**src/rtl/fifo_dest.sv**
```systemverilog
// Per-destination output buffer behind the 1:2 destination demux.
// Holds DEPTH words of DATA_W bits. Read data is registered, so a pop
// sampled on one edge shows up on data_out/valid_out in the next cycle.
// A push may still be accepted while the buffer is full, provided a pop
// is accepted on the same edge. A push that has to be dropped sets the
// sticky error flag, which only reset clears.
module fifo_dest #(
   parameter int DATA_W = 8,
   parameter int DEPTH  = 4,
   parameter int PTR_W  = 2
) (
   input  logic              clk,
   input  logic              reset_L,
   input  logic [DATA_W-1:0] data_in,
   input  logic              push,
   input  logic              pop,
   input  logic [PTR_W:0]    umbral_alto,
   input  logic [PTR_W:0]    umbral_bajo,
   output logic [DATA_W-1:0] data_out,
   output logic              valid_out,
   output logic              full,
   output logic              empty,
   output logic              almost_full,
   output logic              almost_empty,
   output logic              error
);

   localparam logic [PTR_W:0] DEPTH_CNT = DEPTH[PTR_W:0];

   logic [DATA_W-1:0] mem [DEPTH];
   logic [PTR_W-1:0]  wr_ptr;
   logic [PTR_W-1:0]  rd_ptr;
   logic [PTR_W:0]    count;
   logic              pop_ok;
   logic              push_ok;

   // Accept decisions and status flags, all derived from the registered count
   always_comb begin
      full         = (count == DEPTH_CNT);
      empty        = (count == '0);
      almost_full  = (count >= umbral_alto);
      almost_empty = (count <= umbral_bajo);
      pop_ok       = pop && !empty;
      // a pop on the same edge frees a slot, so a full buffer can still take a push
      push_ok      = push && (!full || pop_ok);
   end

   // Storage array; not reset, because only written entries are ever read
   always_ff @(posedge clk) begin
      if (push_ok) begin
         mem[wr_ptr] <= data_in;
      end
   end

   // Pointers, occupancy count, registered read port and sticky overflow flag
   always_ff @(posedge clk or negedge reset_L) begin
      if (!reset_L) begin
         wr_ptr    <= '0;
         rd_ptr    <= '0;
         count     <= '0;
         data_out  <= '0;
         valid_out <= 1'b0;
         error     <= 1'b0;
      end else begin
         valid_out <= pop_ok;
         if (push_ok) begin
            wr_ptr <= wr_ptr + 1'b1;
         end
         if (pop_ok) begin
            data_out <= mem[rd_ptr];
            rd_ptr   <= rd_ptr + 1'b1;
         end
         case ({push_ok, pop_ok})
            2'b10:   count <= count + 1'b1;
            2'b01:   count <= count - 1'b1;
            default: count <= count;
         endcase
         if (push && !push_ok) begin
            error <= 1'b1;
         end
      end
   end

endmodule

```
**config.mk**
```make
export PLATFORM = sky130hd
export DESIGN_NAME = fifo_dest
export DESIGN_NICKNAME = d
export VERILOG_FILES = /design/src/rtl/fifo_dest.sv
export SDC_FILE = /design/constraint.sdc
export NUM_CORES = 1
export LEC_CHECK = 0
export BUFFER_PORTS_ARGS = -buffer_cell sky130_fd_sc_hd__buf_4
export CAP_MARGIN = 20
export CORE_ASPECT_RATIO = 1.1
export CORE_UTILIZATION = 29
export DETAILED_ROUTE_END_ITERATION = 7
export MAX_ROUTING_LAYER = met4
export PLACE_DENSITY = 0.52
export SYNTH_ARGS = -nofsm -noshare
export SYNTH_HDL_FRONTEND = slang
export SYNTH_SLANG_ARGS = --single-unit
```
**constraint.sdc**
```tcl
create_clock -name clk -period 2.8 [get_ports clk]
set_clock_uncertainty 0.05 [all_clocks]
set_input_delay 0.28 -clock clk [delete_from_list [all_inputs] [get_ports clk]]
set_output_delay 0.28 -clock clk [all_outputs]
set_load 0.05 [all_outputs]
```
==> qor.yml <==
run_status:
  status: "finished clean"
logic_synthesis:
  synth-xor-area-share_pct: 2.51
  synth_top_family_by_area: "multiplexers"
  ys_ff_latch: 49
  synth_seq_area_share_pct: 66.3
  synthAdderAreaFrac_pct: 7.54
  yosysTopAreaCellShare_pct: 45.9
  yosys-top-cells-area: "edfxtp_1 (46%), dfrtp_1 (20%), mux4_2 (8.6%)"
  avgSynthCellArea_um2: 15.6
  ys_warn_count: 0
  synth_fp_nets: 164
  synth_compound_area_share_pct: 2.93
  synthMuxAreaShare_pct: 9.15
  synthesis.area_mm2: 0.00209
  yosysUniqueCellTypes: 27
  syn_inst: 134
  yosysTopAreaCell: "edfxtp_1"
  yosys.area_share.simple_pct: 9.09
clock_network:
  cts_tree: "yes"
  cts_max_level: 2
  cts_root_buf: "clkbuf_8"
  clock_path_buffers: 2
  clk_pin_slew_ns: 0.09
  cts_setup_buffers: 0
  cts_buffers: 5
  worstSkewPairLatency_ns: 0.30
  clock-sinks: 49
critical_path:
  critPathCaptureType: "output port"
  crit_start: "count[0]"
  cp-endpoint: "almost_full"
  start_kind: "register"
  r2r_start: "count[1]"
  cp_max_fo: 5
  required_ns: 2.47
  path_class: "register to output port"
  cp.arrival_ns: 1.96
  r2r_end: "count[2]"
  rrSetupSlack_ns: 0.63
  ff2ff_path_depth: 9
global_routing:
  antenna_found_initial: 0
  track_usage_pct: 11.3
  grt_pass1_vias: 1231
  gr-total-overflow: 0
  grt_pass1_wl_um: 6300
  grt_max_degree: 18
power_and_ir_drop:
  leakage_nw: 1.07
  vdd_drop_max_mv: 0.566
  finalPower_mw: 2.89
  powerDensity_mw_per_mm2: 1130
timing:
  maxSlewViolCount: 0
  finalHoldViolCount: 0
  max_slew_margin_pct: 59.6
  fin_setup_tns_ns: 0
  period_needed_ns: 2.29
  fin_ws_ns: 0.506
  final-setup-viol-count: 0
  period_share_pct: 81.9
  fmax_mhz: 436
  rsz0062_at_grt: "false"
  worst_pin_slew_ns: 0.606
routing:
  drt-pass1-iter-count: 4
  wirelength_um: 3790
  drtAntennaViolNets: 0
  wire_per_inst_um: 14.7
  dr.first_iter.drc_count: 20
  drc: 0
  vias: 1128
  drt-vias-per-instance: 4.37
die:
  initial_core_util_pct: 29.9
  die_area_mm2: 0.00756
  die_h_um: 91.1
  dieWidth_um: 83.0
  io_pins: 32
  coreArea_mm2: 0.00701
  row_count: 32
placed_design:
  io_buffers: 31
  place_ws_ns: 0.622
  gp_congestion: 0.705
  dp_hpwl_um: 2630
layout:
  diodes: 0
  syn2layout_area_growth_pct: 22.4
  nets: 202
  mostFrequentLayoutCells: "buf_4 (32), edfxtp_1 (32), nand2_1 (25)"
  drive_gt1_share_pct: 31.2
worst_hold_path:
  hp-class: "input port to register"
job:
  cap_violations: 0
==> through the flow <==
| stage | cells | instance area (µm²) | utilization (%) | hold slack (ns) |
|---|---|---|---|---|
| finish | 258 | 2560 | 36.5 | 0.125 |
| global route | 258 | 2560 | 36.5 | 0.104 |
| CTS | 258 | 2560 | 36.5 | 0.111 |
| detailed placement | 249 | 2430 | 34.7 | 0.120 |
| global placement | 249 | 2430 | 34.7 | 0.114 |
| floorplan | 134 | 2090 | - | -0.0656 |
==> synthesized netlist by cell type <==
| cell type | n |
|---|---|
| nand2_1 | 25 |
| xor2_1 | 2 |
| and3_1 | 1 |
| nor2b_1 | 1 |
| nor2b_2 | 1 |
| nor2_1 | 1 |
| mux4_2 | 8 |
| nor3_1 | 1 |
| ha_1 | 11 |
| edfxtp_1 | 32 |
| nand3_1 | 1 |
| and2_1 | 4 |
| a21o_1 | 3 |
| inv_4 | 1 |
| o31ai_4 | 1 |
| nand2b_1 | 1 |
| o21ai_0 | 2 |
| dfrtp_1 | 17 |
| nand2_2 | 1 |
| o21a_1 | 1 |
| xnor2_1 | 4 |
| mux2_2 | 1 |
| nor4b_4 | 1 |
| fa_1 | 1 |
| buf_2 | 1 |
| inv_1 | 10 |
| clkbuf_1 | 1 |
==> worst max-delay path: stages (launching register included) <==
cell and delay (ns):
dfrtp_1 0.51, inv_1 0.19, ha_1 0.29, nand2b_1 0.14
a21o_1 0.17, a21o_1 0.17, buf_4 0.18
==> timing repair <==
item / 4_1_cts / 5_1_grt
hold buffers: 1 / 0
resized for setup: 0 / 0
endpoints found under the hold margin: 17 / 0
setup endpoints to repair: 0 / 0
==> cell type report <==
cell class                 instances  area (µm²)
clock buffer                       6        82.6
clock inverter                     2        37.5
fill                             678        4450
inverter                          11        43.8
multi-input combinational         72         653
sequential                        49        1390
tap                               85         106
timing repair buffer              33         250
==> report_power, final <==
group	internal (mW)	total, mW	switching [mW]
Combinational	0.463	1.16	0.700
Clock	0.291	0.529	0.238
Sequential	0.995	1.19	0.199
Total	1.75	2.89	1.14
==> per-layer routing <==
layer,up-vias,global-route usage (%),wire length [µm]
met4,0,3.02,18
met1,558,13.4,1720
li1,542,-,-
met2,26,18.8,1900
met5,-,-,0
met3,2,3.55,156
==> registers in the layout, indices dropped and copies added, names as in the netlist <==
signal     count
wr_ptr         2
valid_out      1
error          1
rd_ptr         2
count          3
data_out       8
mem           32
==> worst min-delay path by stage <==
stage          cells after the start         to       start  slack, ns
2_1_floorplan                      0   count[0]     reset_L      -0.07
3_3_place_gp                       1  wr_ptr[1]     reset_L       0.11
3_5_place_dp                       1  wr_ptr[0]     reset_L       0.12
4_1_cts                            1  mem[1][5]  data_in[5]       0.11
5_1_grt                            1  mem[1][5]  data_in[5]       0.10
6_report                           1  mem[1][5]  data_in[5]       0.13
==> cells by family after synthesis <==
| group | after synthesis |
|---|---|
| mux | 9 |
| buf+inv | 13 |
| flops | 49 |
| simple gates | 38 |
| xor+xnor | 6 |
| compound gates | 7 |
| fa+ha+maj | 12 |
No activity file was read; power rests on OpenSTA's default activity.
